**src/rtl/rf_dispatch_pkg.sv**
```systemverilog
// Shared types for the RF command dispatcher: opcodes, error codes, the queued
// command record and the dispatch FSM state encoding.
package rf_dispatch_pkg;

    localparam int CMD_RF_ADDR_W    = 10;
    localparam int CMD_LINE_NUM_W   = 11;
    localparam int CMD_SDRAM_ADDR_W = 32;
    localparam int CMD_TAG_W        = 4;

    typedef enum logic [1:0] {
        OP_LOAD    = 2'b00,
        OP_STORE   = 2'b01,
        OP_MOVE    = 2'b10,
        OP_ILLEGAL = 2'b11
    } rf_op_e;

    typedef enum logic [1:0] {
        ERR_OK         = 2'b00,
        ERR_ILLEGAL_OP = 2'b01,
        ERR_TIMEOUT    = 2'b10
    } rf_err_e;

    typedef struct packed {
        rf_op_e                        op;
        logic [CMD_TAG_W-1:0]          tag;
        logic [CMD_RF_ADDR_W-1:0]      rf_addr;
        logic [CMD_SDRAM_ADDR_W-1:0]   aux_addr;
        logic [CMD_LINE_NUM_W-1:0]     line_num;
    } rf_cmd_t;

    typedef enum logic [2:0] {
        ST_IDLE,
        ST_SEL,
        ST_START,
        ST_WAIT,
        ST_RESP
    } disp_state_e;

endpackage

```
**src/rtl/rf_cmd_fifo.sv**
```systemverilog
// Command queue in front of the dispatcher. Wrapping pointers carry one extra
// MSB so full and empty are distinguishable without a separate count.
module rf_cmd_fifo
    import rf_dispatch_pkg::*;
#(
    parameter int DEPTH = 4
) (
    input  logic    clk,
    input  logic    rst_n,
    input  logic    push,
    input  rf_cmd_t push_data,
    input  logic    pop,
    output rf_cmd_t pop_data,
    output logic    full,
    output logic    empty
);

    localparam int AW = $clog2(DEPTH);

    rf_cmd_t     mem [DEPTH];
    logic [AW:0] wr_ptr;
    logic [AW:0] rd_ptr;
    logic        do_push;
    logic        do_pop;

    assign empty    = (wr_ptr == rd_ptr);
    assign full     = (wr_ptr[AW] != rd_ptr[AW]) && (wr_ptr[AW-1:0] == rd_ptr[AW-1:0]);
    assign do_pop   = pop && !empty;
    // A pop frees a slot in the same cycle, so a push while full is still taken.
    assign do_push  = push && (!full || do_pop);
    assign pop_data = mem[rd_ptr[AW-1:0]];

    always_ff @(posedge clk or negedge rst_n) begin
        if (!rst_n) begin
            wr_ptr <= '0;
            rd_ptr <= '0;
        end else begin
            if (do_push) wr_ptr <= wr_ptr + 1'b1;
            if (do_pop)  rd_ptr <= rd_ptr + 1'b1;
        end
    end

    always_ff @(posedge clk) begin
        if (do_push) mem[wr_ptr[AW-1:0]] <= push_data;
    end

endmodule

```
**src/rtl/rf_dispatch.sv**
```systemverilog
// RF data-movement dispatcher: queues LOAD/STORE/MOVE commands, steers the RF
// RAM port mux, launches the matching engine and returns one tagged response.
module rf_dispatch
    import rf_dispatch_pkg::*;
#(
    parameter int RF_ADDR_W    = CMD_RF_ADDR_W,
    parameter int LINE_NUM_W   = CMD_LINE_NUM_W,
    parameter int SDRAM_ADDR_W = CMD_SDRAM_ADDR_W,
    parameter int TAG_W        = CMD_TAG_W,
    parameter int FIFO_DEPTH   = 4,
    parameter int TIMEOUT_CYC  = 65535
) (
    input  logic                    clk,
    input  logic                    rst_n,
    input  logic                    cmd_valid,
    output logic                    cmd_ready,
    input  logic [1:0]              cmd_op,
    input  logic [TAG_W-1:0]        cmd_tag,
    input  logic [RF_ADDR_W-1:0]    cmd_rf_addr,
    input  logic [SDRAM_ADDR_W-1:0] cmd_aux_addr,
    input  logic [LINE_NUM_W-1:0]   cmd_line_num,
    output logic                    ldst_start,
    output logic                    ldst_is_store,
    output logic [RF_ADDR_W-1:0]    ldst_rf_addr,
    output logic [SDRAM_ADDR_W-1:0] ldst_sdram_addr,
    output logic [LINE_NUM_W-1:0]   ldst_line_num,
    input  logic                    ldst_done,
    output logic                    move_start,
    output logic [RF_ADDR_W-1:0]    move_src,
    output logic [RF_ADDR_W-1:0]    move_dst,
    output logic [LINE_NUM_W-1:0]   move_line_num,
    input  logic                    move_done,
    output logic                    ram_sel,
    output logic                    rsp_valid,
    input  logic                    rsp_ready,
    output logic [TAG_W-1:0]        rsp_tag,
    output logic [1:0]              rsp_err,
    output logic                    busy
);

    localparam logic [15:0] TMO_LAST = 16'(TIMEOUT_CYC - 1);

    disp_state_e state;
    rf_cmd_t     fifo_in;
    rf_cmd_t     head;
    rf_cmd_t     act;
    logic        fifo_full;
    logic        fifo_empty;
    logic        push;
    logic        pop;
    logic        eng_done;
    logic [15:0] tmo_cnt;

    assign fifo_in = '{op: rf_op_e'(cmd_op), tag: cmd_tag, rf_addr: cmd_rf_addr,
                       aux_addr: cmd_aux_addr, line_num: cmd_line_num};
    assign cmd_ready = !fifo_full;
    assign push      = cmd_valid && cmd_ready;
    assign pop       = (state == ST_IDLE) && !fifo_empty;
    assign busy      = !fifo_empty || (state != ST_IDLE);
    assign eng_done  = (act.op == OP_MOVE) ? move_done : ldst_done;

    rf_cmd_fifo #(.DEPTH(FIFO_DEPTH)) u_fifo (
        .clk       (clk),
        .rst_n     (rst_n),
        .push      (push),
        .push_data (fifo_in),
        .pop       (pop),
        .pop_data  (head),
        .full      (fifo_full),
        .empty     (fifo_empty)
    );

    always_ff @(posedge clk or negedge rst_n) begin
        if (!rst_n) begin
            state           <= ST_IDLE;
            act             <= '0;
            ram_sel         <= 1'b0;
            ldst_start      <= 1'b0;
            ldst_is_store   <= 1'b0;
            ldst_rf_addr    <= '0;
            ldst_sdram_addr <= '0;
            ldst_line_num   <= '0;
            move_start      <= 1'b0;
            move_src        <= '0;
            move_dst        <= '0;
            move_line_num   <= '0;
            tmo_cnt         <= '0;
            rsp_valid       <= 1'b0;
            rsp_tag         <= '0;
            rsp_err         <= ERR_OK;
        end else begin
            ldst_start <= 1'b0;
            move_start <= 1'b0;
            case (state)
                ST_IDLE: begin
                    if (!fifo_empty) begin
                        act <= head;
                        if (head.op == OP_ILLEGAL || head.line_num == '0) begin
                            rsp_valid <= 1'b1;
                            rsp_tag   <= head.tag;
                            rsp_err   <= (head.op == OP_ILLEGAL) ? ERR_ILLEGAL_OP : ERR_OK;
                            state     <= ST_RESP;
                        end else begin
                            // Registered here so the mux is already switched throughout SEL.
                            ram_sel <= (head.op != OP_MOVE);
                            state   <= ST_SEL;
                        end
                    end
                end
                ST_SEL: begin
                    if (act.op == OP_MOVE) begin
                        move_start    <= 1'b1;
                        move_src      <= act.rf_addr;
                        move_dst      <= act.aux_addr[RF_ADDR_W-1:0];
                        move_line_num <= act.line_num;
                    end else begin
                        ldst_start      <= 1'b1;
                        ldst_is_store   <= (act.op == OP_STORE);
                        ldst_rf_addr    <= act.rf_addr;
                        ldst_sdram_addr <= act.aux_addr;
                        ldst_line_num   <= act.line_num;
                    end
                    tmo_cnt <= '0;
                    state   <= ST_START;
                end
                ST_START: begin
                    tmo_cnt <= tmo_cnt + 16'd1;
                    state   <= ST_WAIT;
                end
                ST_WAIT: begin
                    // Done is checked first so it wins over a same-cycle timeout.
                    if (eng_done || tmo_cnt == TMO_LAST) begin
                        rsp_valid <= 1'b1;
                        rsp_tag   <= act.tag;
                        rsp_err   <= eng_done ? ERR_OK : ERR_TIMEOUT;
                        state     <= ST_RESP;
                    end else begin
                        tmo_cnt <= tmo_cnt + 16'd1;
                    end
                end
                ST_RESP: begin
                    if (rsp_ready) begin
                        rsp_valid <= 1'b0;
                        state     <= ST_IDLE;
                    end
                end
                default: state <= ST_IDLE;
            endcase
        end
    end

endmodule

```
**config.mk**
```make
export PLATFORM = sky130hd
export DESIGN_NAME = rf_dispatch
export DESIGN_NICKNAME = d
export VERILOG_FILES = /design/src/rtl/rf_dispatch_pkg.sv /design/src/rtl/rf_cmd_fifo.sv /design/src/rtl/rf_dispatch.sv
export SDC_FILE = /design/constraint.sdc
export NUM_CORES = 1
export LEC_CHECK = 0
export BUFFER_PORTS_ARGS = -buffer_cell sky130_fd_sc_hd__buf_2
export CAP_MARGIN = 25
export CORE_MARGIN = 5
export CORE_UTILIZATION = 40
export DETAILED_ROUTE_END_ITERATION = 10
export HOLD_SLACK_MARGIN = 0.06
export PLACE_DENSITY = 0.68
export SLEW_MARGIN = 20
export SYNTH_ARGS = -nofsm -noshare
export SYNTH_HDL_FRONTEND = slang
export SYNTH_SLANG_ARGS = --single-unit
```
**constraint.sdc**
```tcl
create_clock -name clk -period 4 [get_ports clk]
set_clock_uncertainty 0.1 [all_clocks]
set_input_delay 0.4 -clock clk [delete_from_list [all_inputs] [get_ports clk]]
set_output_delay 0.4 -clock clk [all_outputs]
set_load 0.05 [all_outputs]
```
# ---- After elaboration in Yosys (flattened, before gate mapping)
# Memories as Yosys holds them, arrays and structs flattened.
# Cells that the tools add are included.
# Widths: inputs -> output; s select.
dict set report word_totals {
  ff_bits 179
  ramBits 236
  in_bits 65
  out_inout_bits 97
  memories 1
}
dict set report op_classes {
  n_addsub 3
  eq_ne 17
  mux 29
  bitwise 3
  reduce_logical 25
}
# name words word_bits read_ports rd_clocked_by_memory_dff wr line_no
set memory_table {}
lappend memory_table {u_fifo.mem 4 59 1 0 1 rf_cmd_fifo.sv:20} ;# rf_cmd_t mem [DEPTH];
# op count
set op_table {}
lappend op_table {{$pmux 16 s3} 1}
lappend op_table {{$add 16x1->16 const B} 1}
lappend op_table {{$eq 16x16->1 const B} 1}
lappend op_table {{$mux 16} 1}
lappend op_table {{$pmux 3 s5} 1}
lappend op_table {{$mux 1} 12}
lappend op_table {{$mux 3} 4}
lappend op_table {{$mux 4} 3}
lappend op_table {{$logic_not 11->1} 1}
lappend op_table {{$ne 2x2->1 const B} 5}
lappend op_table {{$reduce_bool 3->1} 3}
lappend op_table {{$mux 2} 4}
lappend op_table {{$pmux 4 s2} 1}
lappend op_table {{$reduce_and 2->1} 4}
lappend op_table {{$add 3x1->3 const B} 2}
lappend op_table {{$eq 3x2->1 const B} 2}
lappend op_table {{$reduce_and 3->1} 2}
lappend op_table {{$logic_and 1x1->1} 5}
lappend op_table {{$reduce_and 5->1} 1}
lappend op_table {{$eq 2x2->1 const B} 2}
lappend op_table {{$logic_or 1x1->1} 4}
lappend op_table {{$pmux 2 s2} 1}
lappend op_table {{$reduce_and 4->1} 1}
lappend op_table {{$eq 3x1->1 const B} 1}
lappend op_table {{11 further kinds} 14}

# ---- Longest topological paths before layout
dict set report depth {
  depth_word 8
  depth_mapped 10
}

# ---- Modules after synthesis
# Synthesis repeated with hierarchy kept, for this count alone.
dict set report unflattened {
  hier_cells 954
  hier_area_um2 16007.9
}
# module n_inst cells_each area_per_inst_um2 seq_area_each_um2
set modules_own_cells {}
lappend modules_own_cells {rf_cmd_fifo 1 355 8946.1 7236.9}
lappend modules_own_cells {rf_dispatch 1 599 7061.8 4329.2}

# ---- Worst setup path before layout
# OpenSTA, ideal clock, no wires.
dict set report synth_timing {
  path_type {reg-to-reg}
  start {reg u_fifo.rd_ptr[0]}
  end {mem u_fifo.mem[3][0] (netlist bit) (enable)}
  setup_time_ns 0.425
  arrival_ns 2.893
  required_time_ns 3.475
  path_slack_ns 0.582
  stages_incl_launch_ff 7
  path_buffers 2
  synth_period_minus_slack_ns 3.418
  path_cell_list {dfrtp_1 -> buf_6 -> buf_6 -> xor2_1 -> nor2_1 -> nand2_1 -> and3_1}
}
# element line_no
set synth_lines {}
lappend synth_lines {{from (decl)} rf_cmd_fifo.sv:22} ;# logic [AW:0] rd_ptr;
lappend synth_lines {{from (signal assigned)} rf_cmd_fifo.sv:39} ;# if (do_pop) rd_ptr <= rd_ptr + 1'b1;
lappend synth_lines {{$eq 2x2->1 (*)} rf_cmd_fifo.sv:27} ;# assign full = (wr_ptr[AW] != rd_ptr[AW]) && (wr_ptr[AW-1:0] == rd_ptr[AW-1:0]);
lappend synth_lines {{$logic_and 1x1->1 (*)} rf_cmd_fifo.sv:27}
lappend synth_lines {{$logic_not 1->1 (*)} rf_dispatch.sv:56} ;# assign cmd_ready = !fifo_full;
lappend synth_lines {{net cmd_ready} rf_dispatch.sv:16} ;# output logic cmd_ready,
lappend synth_lines {{$logic_and 1x1->1 / $logic_or 1x1->1 (equally long branches)} {rf_dispatch.sv:57, rf_cmd_fifo.sv:30}}
lappend synth_lines {{$logic_and 1x1->1 (*)} rf_cmd_fifo.sv:30} ;# assign do_push = push && (!full || do_pop);
lappend synth_lines {{$mux 1 (*)} rf_cmd_fifo.sv:44} ;# if (do_push) mem[wr_ptr[AW-1:0]] <= push_data;
lappend synth_lines {{$mux 1 (not written as such) (*)} rf_cmd_fifo.sv:44}
lappend synth_lines {{to (decl)} rf_cmd_fifo.sv:20}
# Mark *: on every way through the listed nets, which the timed path passes. The rest lies on a longest branch.

# ---- Final worst setup path
dict set report layout_timing {
  start {reg u_fifo.rd_ptr[0]}
  end {reg rsp_err[0]}
}
dict set report layout_between {
  elab_chain_cells 6
}
# element line_no
set layout_lines {}
lappend layout_lines {{$mem_v2 4x59} -}
lappend layout_lines {{$eq 2x2->1} {rf_dispatch.sv:98, rf_dispatch.sv:101}}
lappend layout_lines {{$mux 1} rf_dispatch.sv:101} ;# rsp_err <= (head.op == OP_ILLEGAL) ? ERR_ILLEGAL_OP : ERR_OK;
lappend layout_lines {{$mux 2} rf_dispatch.sv:98} ;# if (head.op == OP_ILLEGAL || head.line_num == '0) begin
lappend layout_lines {{$mux 2} rf_dispatch.sv:96} ;# if (!fifo_empty) begin
lappend layout_lines {{$pmux 2 s2} rf_dispatch.sv:94} ;# case (state)
lappend layout_lines {{to (signal assigned)} rf_dispatch.sv:101}
lappend layout_lines {{to (signal assigned)} rf_dispatch.sv:135} ;# rsp_err <= eng_done ? ERR_OK : ERR_TIMEOUT;
lappend layout_lines {{to (decl)} rf_dispatch.sv:37} ;# output logic [1:0] rsp_err,
# Several ways; a longest one is shown, not always the timed one. The select of a mux whose other input is x is not followed.
# A chain may end at the register's enable or synchronous reset.

==> results.toml <==
[logic_synthesis]
synth-xor-area-share = 0.01053
ys_ff_latch = 415
syn_avg_cell_area_um2 = 17.16
synth_seq_area_share = 0.7320
synth_cell_types = 53
synth_common_cells = "edfxtp_1 (236), dfrtp_1 (179), nand2_1 (175)"
async_flop_share = 0.4313
synth_compound_area_frac = 0.01718
syn_inst = 921
synth_top_area_cell = "edfxtp_1"
synth_top_family_by_area = "multiplexers"
synth_mux_area_frac = 0.1551
synthFlopType = "edfxtp_1"
synthesis.area_mm2 = 0.01580
synth_most_common_cell = "edfxtp_1"
synth_simple_gate_area_frac = 0.06430
synthTopCellsByArea = "edfxtp_1 (45%), dfrtp_1 (28%), mux4_2 (8.4%), mux2_2 (6.5%), nand2_1 (4.2%)"
synth_edf_count = 236
synth_fp_nets = 993
synth_adder_area_share = 0.005543
ys_warn_count = 0
yosys.area.top_type_share = 0.4485

[floorplan]
die_w_um = 208.7
die_area_mm2 = 0.04357
initial_core_util = 0.4069
num_rows = 72
core_mm2 = 0.03883
dieHeight_um = 208.7
io_pins = 162

[cts]
clockRootBuffer = "clkbuf_16"
ctsHoldBuffers = 61
cts_setup_buffers = 0
htree_levels = 2
clock_sinks = 415
insertion_delay_ps = 540
cts_resized = 0
cts_buffers = 44
clk_pin_slew_ps = 70
cts_tree = "yes"
cts_buffer_depth = 3

[finish]
final_core_util = 0.4997
syn2layout_area_growth_pct = 22.79
multi_input_area_mm2 = 0.004024
post_route_cells_drive_above_1_share = 0.3576
final.fill_count = 3241
num-nets-final = 1233
regArea_mm2 = 0.01157

[power]
switching_share = 0.3649
pwr-share-clk = 0.247
internal-power_mw = 10.68
ir_worst_vdd_uv = 611.5
share_comb_of_total_power = 0.347
p_switching_mw = 6.138
seq_power_share = 0.406
powerDensity_mw_per_mm2 = 866.9
power.leakage_nw = 7.759

[routing]
drtIter0Drc = 508
first_pass_iters = 4
ant_nets = 0
drt_wl_total_um = 33140
drc = 0
wl_per_cell_um = 19.29
vias = 8499
via_per_inst = 4.947

[worst_setup_path]
path_cells = "mux4_2, nor4_1, and3_2, o22a_4, mux2_1"
cp.arrival_ps = 3260
path_class = "flop to flop"
worst_setup_path_end_kind = "flop"
cp_top_family = "multiplexers"
cp-start-kind = "flop"
critPathBufInv = 0
slowest_stage = "dfrtp_4"
path_max_fanout = 30
crit_required_ps = 4330
max_stage_delay_ps = 820

[timing]
drv_slew = 0
period_share = 0.7329
finalHoldViolCount = 0
tightestPinTransition_ps = 957.1
period_needed_ps = 2932
timing.fmax_ghz = 0.3411
relSlewSlack = 0.3605
fin_setup_tns_ps = 0
setup_viol = 0
rsz0062_at_grt = "no"

[grt]
grt_usage = 0.1541
grt_pass1_wl_um = 53490
grt-ovfl-total = 0
grt_pass1_vias = 9197
grt_antenna_before_repair = 3
grt_max_degree = 108

[worst_hold_path]
hold_path_class = "input pin to flop"

[place]
numPortBuffers = 161
hpwlAfterDp_um = 20160
gp_congestion = 0.7618

[outcome]
status = "completed"

[run]
max-cap-violations = 0
-- registers in the layout, summed over array words and instances (netlist names), 2 cells and up --
signal,flops
u_fifo.wr_ptr,3
rsp_err,2
rsp_tag,4
ldst_line_num,11
state,3
move_line_num,11
move_dst,10
tmo_cnt,16
u_fifo.rd_ptr,3
act,59
u_fifo.mem,236
ldst_sdram_addr,32
ldst_rf_addr,10
move_src,10
-- per-stage QoR --
| step | setup slack [ps] | total power [mW] | hold slack, ps | instance area [um2] | std cells |
|---|---|---|---|---|---|
| 5_1_grt | 829.6 | 17.74 | 183.8 | 19400 | 1718 |
| 3_3_place_gp | 993.6 | 12.67 | 354.2 | 17270 | 1572 |
| 2_1_floorplan | 582.1 | 11.18 | 4.409 | 15800 | 921 |
| 4_1_cts | 969.1 | 17.07 | 161.4 | 19390 | 1715 |
| 6_report | 1068 | 16.82 | 179.7 | 19400 | 1718 |
| 3_5_place_dp | 974.8 | 12.81 | 357.2 | 17270 | 1572 |
-- layout make-up --
| cell class | count | share of cell area |
|---|---|---|
| tap | 518 | 0.03341 |
| clock inverter | 20 | 0.01193 |
| timing repair buffer | 236 | 0.08274 |
| clock buffer | 62 | 0.06604 |
| inverter | 8 | 0.001548 |
| multi-input combinational | 456 | 0.2074 |
| antenna | 3 | 0.0003869 |
| sequential | 415 | 0.5965 |
-- cells in the final DEF (no fill, tap or decap), types with 5 or more instances in the layout --
cell type,count
xor2_1,14
edfxtp_1,236
nor2_1,20
ha_1,7
clkinv_2,5
dlygate4sd3_1,61
buf_12,6
clkbuf_8,8
inv_1,6
xnor2_1,5
mux4_2,59
clkbuf_16,46
buf_2,160
dfrtp_1,177
buf_4,8
clkbuf_1,9
mux2i_1,7
o21ai_0,7
mux2_2,91
nand2_1,174
-- power groups by stage --
| stage | clock [mW] | combinational, mW | sequential, mW |
|---|---|---|---|
| 2_1_floorplan | 0 | 3.12 | 8.06 |
| 3_3_place_gp | 0 | 5.79 | 6.88 |
| 3_5_place_dp | 0 | 5.88 | 6.93 |
| 4_1_cts | 4.26 | 5.95 | 6.86 |
| 5_1_grt | 4.45 | 6.28 | 7.01 |
| 6_report | 4.16 | 5.83 | 6.83 |
-- logic make-up after synthesis --
family	Yosys count
compound gates	34
xor+xnor	19
fa+ha+maj	7
buf+inv	50
flops	415
mux	159
simple gates	237
-- routing by layer --
metal,GRT usage,vias to the layer above,wire length (um)
met5,0,-,0
met3,0.03014,52,1631
li1,-,3888,-
met1,0.2060,4355,14330
met2,0.2630,204,16530
met4,0.03690,0,644
-- worst min-delay path: stages --
cell	delay, ps
buf_2	120
and2_1	180
xnor2_1	80
-- worst paths after layout --
path,slack [ps],from,depth (start not counted),to
max,1070,u_fifo.rd_ptr[0]$_DFFE_PN0P_,5,rsp_err[0]$_DFFE_PN0P_
min,180,cmd_valid,3,u_fifo.wr_ptr[0]$_DFFE_PN0P_
max reg2reg,1070,u_fifo.rd_ptr[0]$_DFFE_PN0P_,5,rsp_err[0]$_DFFE_PN0P_
min reg2reg,370,ldst_sdram_addr[2]$_DFFE_PN0P_,2,ldst_sdram_addr[2]$_DFFE_PN0P_
max in group asynchronous,2450,rst_n,3,move_dst[6]$_DFFE_PN0P_
min in group asynchronous,420,rst_n,2,act[34]$_DFFE_PN0P_
No activity file was read; power rests on OpenSTA's default activity.
